--- src/rtl/game_state_tx_if.sv ---
// Byte-wide valid/ready stream between the game-state packetiser and the
// UART transmitter.
//   tx_data  : byte presented by the master
//   tx_valid : tx_data holds a byte to transfer
//   tx_ready : slave accepts the byte this cycle (transfer = valid && ready)
interface game_state_tx_if;
  logic [7:0] tx_data;
  logic       tx_valid;
  logic       tx_ready;

  modport master (output tx_data, output tx_valid, input tx_ready);
  modport slave  (input tx_data, input tx_valid, output tx_ready);
endinterface

--- src/rtl/game_state_tx.sv ---
// game_state_tx: transmit side of the inter-board game-state link.
// Once every FRAME_DIV frames (falling edge of vsync) the local player's game
// outputs are snapshotted and sent as an 11-byte packet:
//   B0 sync, B1..B9 payload, B10 = XOR of B1..B9.
// Ports:
//   clock, reset        : system clock, synchronous active-high reset
//   vsync               : frame strobe (same clock domain)
//   tx_enable           : allows new packets to start
//   local_player_ID .. team_name : game outputs to snapshot
//   tx (master)         : byte stream to the UART (tx_data/tx_valid/tx_ready)
//   busy                : packet in flight
//   seq                 : sequence number of the next packet
//   drop_count          : saturating count of requests lost while busy
module game_state_tx #(
  parameter logic [7:0] SYNC_BYTE = 8'hA5,
  parameter int         FRAME_DIV = 1
) (
  input  logic                clock,
  input  logic                reset,
  input  logic                vsync,
  input  logic                tx_enable,
  input  logic [1:0]          local_player_ID,
  input  logic [2:0]          game_state,
  input  logic [3:0]          player_state,
  input  logic [1:0]          player_direction,
  input  logic [8:0]          player_loc_x,
  input  logic [8:0]          player_loc_y,
  input  logic [9:0]          point_total,
  input  logic [2:0][7:0]     team_name,
  game_state_tx_if.master     tx,
  output logic                busy,
  output logic [3:0]          seq,
  output logic [7:0]          drop_count
);

  typedef enum logic [1:0] {IDLE, SEND, CSUM} state_t;

  localparam logic [7:0] DIV_LAST = 8'(FRAME_DIV - 1);

  state_t      state;
  logic        vsync_q;
  logic [7:0]  div_cnt;
  logic [3:0]  byte_idx;
  logic [7:0]  csum;
  // Snapshot of B1..B9, B1 in the top byte; shifted left as bytes go out.
  logic [71:0] pkt_sr;

  logic frame_tick;
  logic send_req;
  logic xfer;

  assign frame_tick = vsync_q && !vsync;
  assign send_req   = frame_tick && (div_cnt == DIV_LAST);
  assign xfer       = tx.tx_valid && tx.tx_ready;

  always_ff @(posedge clock) begin
    if (reset) begin
      state       <= IDLE;
      vsync_q     <= 1'b0;
      div_cnt     <= '0;
      byte_idx    <= '0;
      csum        <= '0;
      tx.tx_data  <= '0;
      tx.tx_valid <= 1'b0;
      busy        <= 1'b0;
      seq         <= '0;
      drop_count  <= '0;
    end else begin
      vsync_q <= vsync;

      if (frame_tick)
        div_cnt <= (div_cnt == DIV_LAST) ? 8'd0 : div_cnt + 8'd1;

      // busy is still high on the cycle B10 transfers, so a request there
      // is counted as a drop as well.
      if (send_req && busy && drop_count != 8'hFF)
        drop_count <= drop_count + 8'd1;

      case (state)
        IDLE: begin
          if (send_req && tx_enable) begin
            pkt_sr <= {seq, local_player_ID, player_direction,
                       player_state, 1'b0, game_state,
                       player_loc_x[7:0],
                       player_loc_y[7:0],
                       2'b00, point_total[9:8], 2'b00, player_loc_y[8], player_loc_x[8],
                       point_total[7:0],
                       team_name};
            tx.tx_data  <= SYNC_BYTE;
            tx.tx_valid <= 1'b1;
            busy        <= 1'b1;
            byte_idx    <= '0;
            csum        <= '0;
            state       <= SEND;
          end
        end

        SEND: begin
          if (xfer) begin
            // The sync byte is excluded from the checksum.
            if (byte_idx != 4'd0)
              csum <= csum ^ tx.tx_data;
            if (byte_idx == 4'd9) begin
              tx.tx_data <= csum ^ tx.tx_data;
              state      <= CSUM;
            end else begin
              tx.tx_data <= pkt_sr[71:64];
              pkt_sr     <= pkt_sr << 8;
              byte_idx   <= byte_idx + 4'd1;
            end
          end
        end

        CSUM: begin
          if (xfer) begin
            tx.tx_valid <= 1'b0;
            busy        <= 1'b0;
            seq         <= seq + 4'd1;
            state       <= IDLE;
          end
        end

        default: state <= IDLE;
      endcase
    end
  end

endmodule

--- src/flat_wrapper.sv ---
// flat-port wrapper written by rule: the top's interface ports become plain ports
module game_state_tx_flat 
#(
  parameter logic [7:0] SYNC_BYTE = 8'hA5,
  parameter int         FRAME_DIV = 1
)
  (clock, reset, vsync, tx_enable, local_player_ID, game_state, player_state, player_direction, player_loc_x, player_loc_y, point_total, team_name, busy, seq, drop_count, tx_tx_data, tx_tx_valid, tx_tx_ready);
  game_state_tx_if tx_i ();
  input  logic clock;
  input  logic reset;
  input  logic vsync;
  input  logic tx_enable;
  input  logic [1:0] local_player_ID;
  input  logic [2:0] game_state;
  input  logic [3:0] player_state;
  input  logic [1:0] player_direction;
  input  logic [8:0] player_loc_x;
  input  logic [8:0] player_loc_y;
  input  logic [9:0] point_total;
  input  logic [2:0][7:0] team_name;
  output logic busy;
  output logic [3:0] seq;
  output logic [7:0] drop_count;
  output wire logic [$bits(tx_i.tx_data)-1:0] tx_tx_data;
  output wire logic [$bits(tx_i.tx_valid)-1:0] tx_tx_valid;
  input wire logic [$bits(tx_i.tx_ready)-1:0] tx_tx_ready;
  assign tx_tx_data = tx_i.tx_data;
  assign tx_tx_valid = tx_i.tx_valid;
  assign tx_i.tx_ready = tx_tx_ready;
  game_state_tx #(.SYNC_BYTE(SYNC_BYTE), .FRAME_DIV(FRAME_DIV)) u_core (.clock(clock), .reset(reset), .vsync(vsync), .tx_enable(tx_enable), .local_player_ID(local_player_ID), .game_state(game_state), .player_state(player_state), .player_direction(player_direction), .player_loc_x(player_loc_x), .player_loc_y(player_loc_y), .point_total(point_total), .team_name(team_name), .tx(tx_i), .busy(busy), .seq(seq), .drop_count(drop_count));
endmodule
--- config.mk ---
export PLATFORM = sky130hd
export DESIGN_NAME = game_state_tx_flat
export DESIGN_NICKNAME = d
export VERILOG_FILES = /design/src/rtl/game_state_tx_if.sv /design/src/rtl/game_state_tx.sv /design/src/flat_wrapper.sv
export SDC_FILE = /design/constraint.sdc
export NUM_CORES = 1
export LEC_CHECK = 0
export BUFFER_PORTS_ARGS = -buffer_cell sky130_fd_sc_hd__buf_4
export CORE_MARGIN = 2
export CORE_UTILIZATION = 60
export CTS_CLUSTER_DIAMETER = 60
export DETAILED_ROUTE_END_ITERATION = 8
export PLACE_DENSITY = 0.85
export SYNTH_ARGS = -nofsm -noshare
export SYNTH_HDL_FRONTEND = slang
export SYNTH_SLANG_ARGS = --single-unit
--- constraint.sdc ---
create_clock -name clock -period 23.7 [get_ports clock]
set_input_delay 7.11 -clock clock [delete_from_list [all_inputs] [get_ports clock]]
set_output_delay 7.11 -clock clock [all_outputs]
set_load 0.05 [all_outputs]
* After elaboration in Yosys (flattened, before gate mapping)
Index checks and enable logic that the tools add are counted.
W data, S select, Z words.
** Cells by class
- Add/sub/neg operators :: 4
- Equality and inequality tests :: 10
- Multiplexer cells :: 25
- Bitwise logic cells :: 2
- Reductions and logical operators :: 19
** Operator list (number)
- $mux W72 :: 3
- $pmux W72 S2 :: 1
- $mux W8 :: 7
- $pmux W8 S2 :: 2
- $add A8 B1 Y8 const B :: 2
- $mux W4 :: 3
- $reduce_and A4 Y1 :: 3
- $ne A2 B1 Y1 const B :: 5
- $add A4 B1 Y4 const B :: 2
- $logic_not A8 Y1 :: 1
- $mux W2 :: 4
- $ne A8 B8 Y1 const B :: 1
- $pmux W4 S2 :: 1
- $xor A8 B8 Y8 :: 1
- $logic_and A1 B1 Y1 :: 6
- $pmux W2 S3 :: 1
- $reduce_and A3 Y1 :: 2
- $reduce_and A5 Y1 :: 1
- $eq A4 B4 Y1 const B :: 1
- $reduce_bool A2 Y1 :: 2
- $reduce_bool A4 Y1 :: 1
- $eq A2 B1 Y1 const B :: 1
- $eq A2 B2 Y1 const B :: 1
- $logic_not A2 Y1 :: 1
- other kinds (6) :: 7
** Storage, ports and cells
- Flip-flop bits (word level) :: 116
- Input bits :: 68
- Output and inout bits :: 22
- Word-level logic and storage cells :: 70

* Depth between registers and ports, before layout
Gate-level depths: netlist (run 1).
- Depth after elaboration :: 6
- Gate-level depth with buffers :: 7

* Worst setup path after synthesis (run 1)
Ideal clock, no wire load.
- Path kind :: in2reg
- From :: input vsync
- To :: register u_core.pkt_sr[0] (enable)
- Library setup time :: 0.617 ns
- Arrival :: 12.925 ns
- Required time :: 23.083 ns
- Slack :: 10.158 ns
- Stages :: 4
- Path buffers :: 1
- Cell sequence :: nor2b_1 buf_2 nand4_1 a221oi_1
** On the way
- Longest elaborated chain between the ends :: 6
** Ends and longest elaborated chain
- start: declaration :: line flat_wrapper.sv:11 : input logic vsync;
- $logic_not A1 Y1 :: line game_state_tx.sv:52 : assign frame_tick = vsync_q && !vsync;
- $logic_and A1 B1 Y1 :: line game_state_tx.sv:52
- $logic_and A1 B1 Y1 :: line game_state_tx.sv:53 : assign send_req = frame_tick && (div_cnt == DIV_LAST);
- $logic_and A1 B1 Y1 :: line game_state_tx.sv:81 : if (send_req && tx_enable) begin
- $ne A2 B1 Y1 (no source line)
- $reduce_and A5 Y1 (no source line)
- end signal: assignment :: line game_state_tx.sv:82 : pkt_sr <= {seq, local_player_ID, player_direction,
- end signal: assignment :: line game_state_tx.sv:108 : pkt_sr <= pkt_sr << 8;
- end: declaration :: line game_state_tx.sv:46 : logic [71:0] pkt_sr;
Every way passes these cells.
A chain may end at the register's enable or synchronous reset.

* Worst setup path after layout (run 1)
- From :: input vsync
- To :: register u_core.pkt_sr[71] (enable)
Same word-level chain as after synthesis.

==> results_dict.tcl, run 1 <==
set metrics [dict create \
    drt-pass1-iter-count 4 \
    start_kind "primary input" \
    drv_slew 0 \
    p_leak_nw 2.42 \
    yosysWarnings 0 \
    report.final.hold_viol_count 0 \
    critPathLaunch "vsync" \
    numClockSinks 116 \
    synth_nets 490 \
    final_area_sq_um 6530 \
    ctsHoldBuffers 0 \
    htree_levels 4 \
    synthTopCellsByArea "edfxtp_1 41%, dfxtp_1 17%, mux2_2 13%" \
    routedWlPerCell_um 16.5 \
    fin_crit_ns 9.06 \
    yosysTopAreaCellShare 0.413 \
    report.final.setup_viol 0 \
    crit_chain "buf_4 -> nor2b_1 -> nand4_1 -> a221oi_4 -> buf_4" \
    fp.dieH_um 97.4 \
    synthArstFlopShare 0 \
    path_class "primary input to flip-flop" \
    placedCellCount 587 \
    stdcell_count 619 \
    grtUsageTotal 0.224 \
    slowest_delay_ns 0.71 \
    worst_slew_pin_slew_ns 0.890 \
    cts_buffer_depth 2 \
    synth_flop_cell "edfxtp_1" \
    ctsResizeCount 0 \
    ys_seq_area_frac 0.582 \
    dpl-instance-area_sq_um 5950 \
    fin_setup_tns_ns 0 \
    netlist_top_cells_count "72 x edfxtp_1, 59 x mux2_2, 44 x dfxtp_1" \
    syn_to_final_growth_pct 24.8 \
    avgSynthCellArea_sq_um 12.6 \
    clk_pin_slew_ns 0.06 \
    grt_pass1_wl_um 16900 \
    timing.final.crit_share 0.382 \
    powerDensity_nw_per_um2 75.3 \
    dp_hpwl_um 6400 \
    initial_utilization 0.609 \
    cts_buffers 17 \
    netlist_area_sq_um 5230 \
    antenna_found_initial 0 \
    fin_skew_ns 0.0105 \
    status "completed" \
    synth-edff-count 72 \
    cp.arrival_ns 9.17 \
    fin_nets 573 \
    synth_cell_types 54 \
    cpMostUsedCell "buf_4" \
    worstReg2RegStart "u_core.div_cnt[1]" \
    final_core_util 0.760 \
    critPathCaptureType "flip-flop" \
    io_pins 90 \
    grt_setup_unrepaired "false" \
    ir_worst_vdd_mv 0.0566 \
    dieArea_sq_um 9480 \
    clock.fmax_ghz 0.110 \
    wirelength_um 10200 \
    portBuffers 89 \
    drc 0 \
    cts-root-buf "clkbuf_8" \
    clock_latency_ns 0.49 \
    min-delay-start "u_core.csum[0]" \
    cts_tree "built" \
    worst_hold_path_type "flip-flop to flip-flop" \
    critPathRequiredTime_ns 23.81 \
    crit_family "buffers and inverters" \
    slew_headroom 0.407 \
    cpMaxStageDelayCell "buf_4" \
    post_cts_buffers 0 \
    num_vias 3562 \
    holdWs_ns 0.484 \
    cp_num_buf_inv 2 \
    ant_nets 0 \
    gr-total-overflow 0 \
    gp_congestion 0.876 \
    max-cap-violations 0 \
    grt_pass1_vias 3532 \
    grt_max_degree 73 \
    vias_per_cell 5.75 \
    final_layout_size_suffix_gt1_frac 0.366 \
    core_sq_um 8590 \
    ys_ff_latch 116 \
    antenna_cells 0 \
    yosysTopAreaCell "edfxtp_1" \
    synth.most_common_cell "edfxtp_1" \
    synthCells 415 \
    critPathMaxFanout 72 \
    rows 34 \
    initialDrtViolationCount 227 \
    die_w_um 97.4 \
]
report_power, final:
group | leakage [nW] | internal, mW | total, mW | switching (mW)
Clock | 0.270 | 0.160 | 0.247 | 0.0871
Combinational | 1.16 | 0.0154 | 0.0263 | 0.0109
Sequential | 0.994 | 0.217 | 0.219 | 0.00143
Total | 2.42 | 0.392 | 0.492 | 0.0994
placed cells by master, fill, tap and decap left out, drive strengths merged, types with 5 or more instances in the layout:
cell    count
a21o        7
a21oi      14
a31oi      14
and2        5
buf        91
clkbuf     19
clkinv      5
dfxtp      44
edfxtp     72
ha          7
inv        14
mux2       60
nand2      21
nand3       6
nand4       8
nor2       20
nor2b      15
o21ai      10
xnor2       6
xor2       12
path summary, 6_finish.rpt:
check,end,slack (ns),cells after the start
worst max-delay path,u_core.pkt_sr[71],14.64,5
worst min-delay path,u_core.csum[0],0.48,1
worst max register to register,u_core.pkt_sr[71],21.03,6
worst min register to register,u_core.csum[0],0.48,1
kinds of logic (layout without fill, tap and decap cells):
group,count (synthesis),after routing,synth area share
xor gates and xnor gates,18,18,0.0301
muxes,63,63,0.135
AOI/OAI and AO/OA,69,69,0.0880
buffers and inverters,40,136,0.0333
and+or+nand+nor,102,102,0.115
DFF,116,116,0.582
adders and majority gates,7,7,0.0167
flip-flops by register name (all words and copies together), names as in the netlist, 2 cells and up:
name	count
u_core.state	2
u_core.seq	4
u_core.byte_idx	4
u_core.csum	8
u_core.tx.tx_data	8
u_core.drop_count	8
u_core.pkt_sr	72
u_core.div_cnt	8
per-layer routing:
metal  track usage  routed length (um)
met1         0.275                4080
met2         0.368                5320
met3        0.0770                 695
met4        0.0844                 117
met5             0                   0
through the flow:
step / setup WS (ns) / power [mW]
floorplan: 10.16 / 0.238
global placement: 14.25 / 0.248
detailed placement: 14.16 / 0.249
CTS: 14.67 / 0.495
global route: 14.48 / 0.506
finish: 14.64 / 0.492
layout make-up:
type	count	area (sq um)
Clock inverter	13	159
Tap cell	108	135
Clock buffer	19	422
Inverter	13	48.8
Fill cell	569	2060
Sequential cell	116	3040
Timing Repair Buffer	91	683
Multi-Input combinational cell	259	2040
No activity file was read; power rests on OpenSTA's default activity.
==> run 2, diff against run 1 <==
- CORE_UTILIZATION: 60 -> 56
- PLACE_DENSITY: 0.85 -> 0.8
- clock period: 23.7 -> 8.45 ns (I/O delays scaled with it)
==> run 2 against run 1 <==
  * Utilization down 4.4 points
  * First-iteration DRC count down 28%
  * Non-clock buffer count unchanged
  * Total power rose to 2.9 times the previous value
==> results_dict.tcl, run 2 (synthesis gave the netlist of run 1 again) <==
set metrics [dict create \
    rows 35 \
    p_leak_nw 2.45 \
    path_class "primary input to flip-flop" \
    cts_buffer_depth 2 \
    ant_nets 0 \
    antenna_found_initial 0 \
    drc 0 \
    crit_chain "buf_4 -> nor2b_1 -> nand4_1 -> a221oi_4 -> buf_4" \
    critPathLaunch "vsync" \
    gp_congestion 0.848 \
    largest_reg_flops 72 \
    largest-register "u_core.pkt_sr" \
    critPathMaxFanout 72 \
    worst_hold_path_type "flip-flop to flip-flop" \
    post_cts_buffers 0 \
    final_cell_mix "91 x buf_4, 72 x edfxtp_1, 59 x mux2_2, 44 x dfxtp_1, 21 x nand2_1" \
    grt_pass1_vias 3482 \
    use_met2 0.342 \
    gr-total-overflow 0 \
    powerDensity_nw_per_um2 214 \
    portBuffers 89 \
    worstReg2RegStart "u_core.div_cnt[1]" \
    dieArea_sq_um 10100 \
    wirelength_um 9870 \
    vias_per_cell 5.56 \
    min-delay-start "u_core.csum[0]" \
    ir_worst_vdd_mv 0.229 \
    max-cap-violations 0 \
    antenna_cells 0 \
    fin_setup_tns_ns 0 \
    cts-root-buf "clkbuf_8" \
    cpMostUsedCell "buf_4" \
    grt_pass1_wl_um 16300 \
    die_w_um 101 \
    slowest_delay_ns 0.73 \
    report.final.hold_viol_count 0 \
    num_vias 3456 \
    report.final.setup_viol 0 \
    initial_utilization 0.571 \
    clk_pin_slew_ns 0.06 \
    dp_hpwl_um 6360 \
    htree_levels 4 \
    clock.fmax_ghz 0.227 \
    fin_skew_ns 0.00962 \
    n_fill_cell 609 \
    grtUsageTotal 0.207 \
    final_layout_size_suffix_gt1_frac 0.374 \
    ctsHoldBuffers 0 \
    met1_usage 0.249 \
    busiest_layer "met2" \
    ctsResizeCount 0 \
    cts_tree "built" \
    cpMaxStageDelayCell "buf_4" \
    drt-pass1-iter-count 4 \
    cts_buffers 17 \
    routedWlPerCell_um 15.9 \
    numClockSinks 116 \
    start_kind "primary input" \
    timing.final.crit_share 0.521 \
    drv_slew 0 \
    grt_max_degree 73 \
    fp.dieH_um 101 \
    final_core_util 0.716 \
    critPathCaptureType "flip-flop" \
    clock_latency_ns 0.51 \
    io_pins 90 \
    fin_crit_ns 4.40 \
    grt_setup_unrepaired "false" \
    cp.arrival_ns 4.53 \
    final_common_cell "buf_4" \
    status "completed" \
    fin_nets 573 \
    initialDrtViolationCount 163 \
    slew_headroom 0.402 \
    met3_usage 0.0804 \
    critPathRequiredTime_ns 8.58 \
    worst_slew_pin_slew_ns 0.897 \
    syn_to_final_growth_pct 25.3 \
    core_sq_um 9150 \
]
==> run 2: changes by cell type in the layout (fill, tap and decap cells not counted) <==
cell / change
inv_8: +5
inv_6: +4
clkinvlp_4: -3
clkbuf_1: -2
clkinv_1: -2
bufinv_16: -1
clkinv_2: -1
==> run 2: area by class of cell <==
| class | instances | area [sq um] | share of cell area |
|---|---|---|---|
| Inverter | 13 | 48.8 | 0.00745 |
| Clock inverter | 15 | 185 | 0.0283 |
| Multi-Input combinational cell | 259 | 2040 | 0.311 |
| Tap cell | 111 | 139 | 0.0212 |
| Clock buffer | 17 | 414 | 0.0632 |
| Sequential cell | 116 | 3040 | 0.464 |
| Timing Repair Buffer | 91 | 683 | 0.104 |
==> run 2: routing by layer <==
layer | vias to the layer above | routed length, um | share of wire
met4 | 0 | 148 | 0.015
met3 | 13 | 729 | 0.074
met2 | 99 | 4910 | 0.50
met1 | 1633 | 4080 | 0.41
met5 | - | 0 | 0
li1 | 1711 | - | -
==> run 2: path summary, 6_finish.rpt <==
path | slack (ns) | cells past startpoint | endpoint
setup / recovery | 4.05 | 5 | u_core.pkt_sr[70]
hold reg to reg | 0.48 | 1 | u_core.csum[0]
hold / removal | 0.48 | 1 | u_core.csum[0]
setup reg to reg | 5.82 | 6 | u_core.pkt_sr[70]
==> run 2: worst max-delay path: cells and delay by family <==
family / cells / cell delay [ns]
buffers and inverters: 2 / 0.84
AO/OA/AOI/OAI: 1 / 0.34
AND/OR/NAND/NOR: 2 / 0.78
==> run 2: power breakdown <==
group | internal (mW) | switching (mW)
Clock | 0.434 | 0.282
Sequential | 0.608 | 0.00383
Combinational | 0.0431 | 0.0309
==> run 2: metrics by stage <==
step | total power [mW] | hold slack (ns) | setup WS, ns | cells | area (sq um)
floorplan | 0.666 | 0.450 | 1.94 | 415 | 5240
global placement | 0.695 | 0.458 | 3.56 | 590 | 5950
detailed placement | 0.698 | 0.477 | 3.53 | 590 | 5950
CTS | 1.41 | 0.486 | 4.06 | 622 | 6550
global route | 1.44 | 0.531 | 3.82 | 622 | 6550
finish | 1.40 | 0.484 | 4.05 | 622 | 6550
==> run 3, diff against run 2 <==
- clock period: 8.45 -> 4.6 ns (I/O delays scaled with it)
==> run 3 against run 2 <==
  * Non-clock buffer count rose by 1
  * Largest power group unchanged
  * Sequential share of layout area fell by 0.12 points
  * Worst setup slack got worse by 2.4 ns
  * Design area rose by 0.27%
  * Largest cell class unchanged
  * First-iteration DRC count rose by 34%
  * Wire length rose by 4.4%
  * Hold slack got worse by 0.0016 ns
  * Critical path type unchanged
==> results_dict.tcl, run 3 (synthesis gave the netlist of run 1 again) <==
set metrics [dict create \
    io_pins 90 \
    slew_headroom 0.378 \
    grt_max_degree 73 \
    cts_buffer_depth 2 \
    wirelength_um 10300 \
    portBuffers 89 \
    antenna_cells 0 \
    rows 35 \
    worst_slew_pin_slew_ns 0.931 \
    fp.dieH_um 101 \
    min_to "u_core.csum[0]" \
    worstReg2RegStart "u_core.state[0]" \
    status "completed" \
    largest_reg_flops 72 \
    p_leak_nw 2.45 \
    ctsResizeCount 0 \
    min-delay-start "u_core.csum[0]" \
    final_layout_size_suffix_gt1_frac 0.371 \
    critPathRequiredTime_ns 4.77 \
    htree_levels 4 \
    initialDrtViolationCount 218 \
    fin_crit_ns 2.94 \
    worst_hold_path_type "flip-flop to flip-flop" \
    clk_pin_slew_ns 0.06 \
    powerDensity_nw_per_um2 392 \
    timing.final.crit_share 0.640 \
    largest-register "u_core.pkt_sr" \
    antenna_found_initial 0 \
    drc 0 \
    initial_utilization 0.571 \
    syn_to_final_growth_pct 25.6 \
    fin_skew_ns 0.00857 \
    r2r_slack_ns 1.90 \
    final_area_sq_um 6570 \
    drt-pass1-iter-count 5 \
    clock_latency_ns 0.51 \
    grt_pass1_vias 3400 \
    routedWlPerCell_um 16.5 \
    ctsHoldBuffers 0 \
    ir_worst_vdd_mv 0.278 \
    critPathMaxFanout 72 \
    clock.fmax_ghz 0.340 \
    cts_buffers 17 \
    final_cell_mix "91 x buf_4, 72 x edfxtp_1, 59 x mux2_2, 44 x dfxtp_1, 21 x nand2_1" \
    num_vias 3522 \
    dp_hpwl_um 6600 \
    gr-total-overflow 0 \
    cts_tree "built" \
    cts-root-buf "clkbuf_8" \
    n_fill_cell 623 \
    grt_setup_unrepaired "false" \
    report.final.hold_viol_count 0 \
    regToRegEndpoint "u_core.pkt_sr[21]" \
    final_common_cell "buf_4" \
    ant_nets 0 \
    dpl-instance-area_sq_um 5970 \
    start_kind "primary input" \
    grt_pass1_wl_um 16400 \
    path_class "primary input to flip-flop" \
    p_total_mw 2.58 \
    grtUsageTotal 0.212 \
    critPathCaptureType "flip-flop" \
    post_cts_buffers 0 \
    fin_nets 574 \
    dieArea_sq_um 10100 \
    max-cap-violations 0 \
    core_sq_um 9150 \
    numClockSinks 116 \
    fin_setup_tns_ns 0 \
    gp_congestion 0.875 \
    vias_per_cell 5.65 \
    die_w_um 101 \
    cp.arrival_ns 3.11 \
    drv_slew 0 \
    holdPathStages 1 \
    report.final.setup_viol 0 \
    reg2reg_depth 3 \
]
[run 3: worst max path at each step]
stage	from	slack [ns]	end	depth (start not counted)
6_report	vsync	1.66	u_core.pkt_sr[55]	5
4_1_cts	vsync	1.68	u_core.pkt_sr[39]	5
2_1_floorplan	vsync	0.41	u_core.pkt_sr[0]	4
3_5_place_dp	vsync	1.15	u_core.pkt_sr[4]	5
5_1_grt	vsync	1.53	u_core.pkt_sr[70]	5
3_3_place_gp	vsync	1.24	u_core.pkt_sr[3]	5
[run 3: critical path: stages]
cell	delay, ns
buf_4	0.11
nor2b_1	0.48
nand4_1	0.33
a221oi_4	0.39
buf_12	0.36
[run 3: metal layers]
layer	track usage	vias up	part of all wire
met1	0.258	1697	0.42
li1	-	1711	-
met2	0.343	103	0.50
met3	0.0860	11	0.068
met4	0.0727	0	0.012
met5	0	-	0
[run 3: layout make-up]
| type | count | area [sq um] | area share |
|---|---|---|---|
| Clock buffer | 17 | 414 | 0.0630 |
| Clock inverter | 15 | 183 | 0.0278 |
| Inverter | 13 | 48.8 | 0.00743 |
| Multi-Input combinational cell | 259 | 2040 | 0.310 |
| Sequential cell | 116 | 3040 | 0.463 |
| Tap cell | 111 | 139 | 0.0211 |
| Timing Repair Buffer | 92 | 703 | 0.107 |
[run 3: metrics by stage]
step                hold slack, ns  instances  setup WS (ns)   util
floorplan                    0.450        415          0.413      -
CTS                          0.486        623           1.68  0.718
global placement             0.458        591           1.24  0.652
global route                 0.516        623           1.53  0.718
detailed placement           0.471        591           1.15  0.652
finish                       0.482        623           1.66  0.718
[run 3: power breakdown]
part	leakage (nW)	total, mW	internal (mW)	switching, mW
combinational	1.17	0.137	0.0798	0.0570
sequential	0.994	1.13	1.12	0.00756
clock	0.289	1.32	0.829	0.486
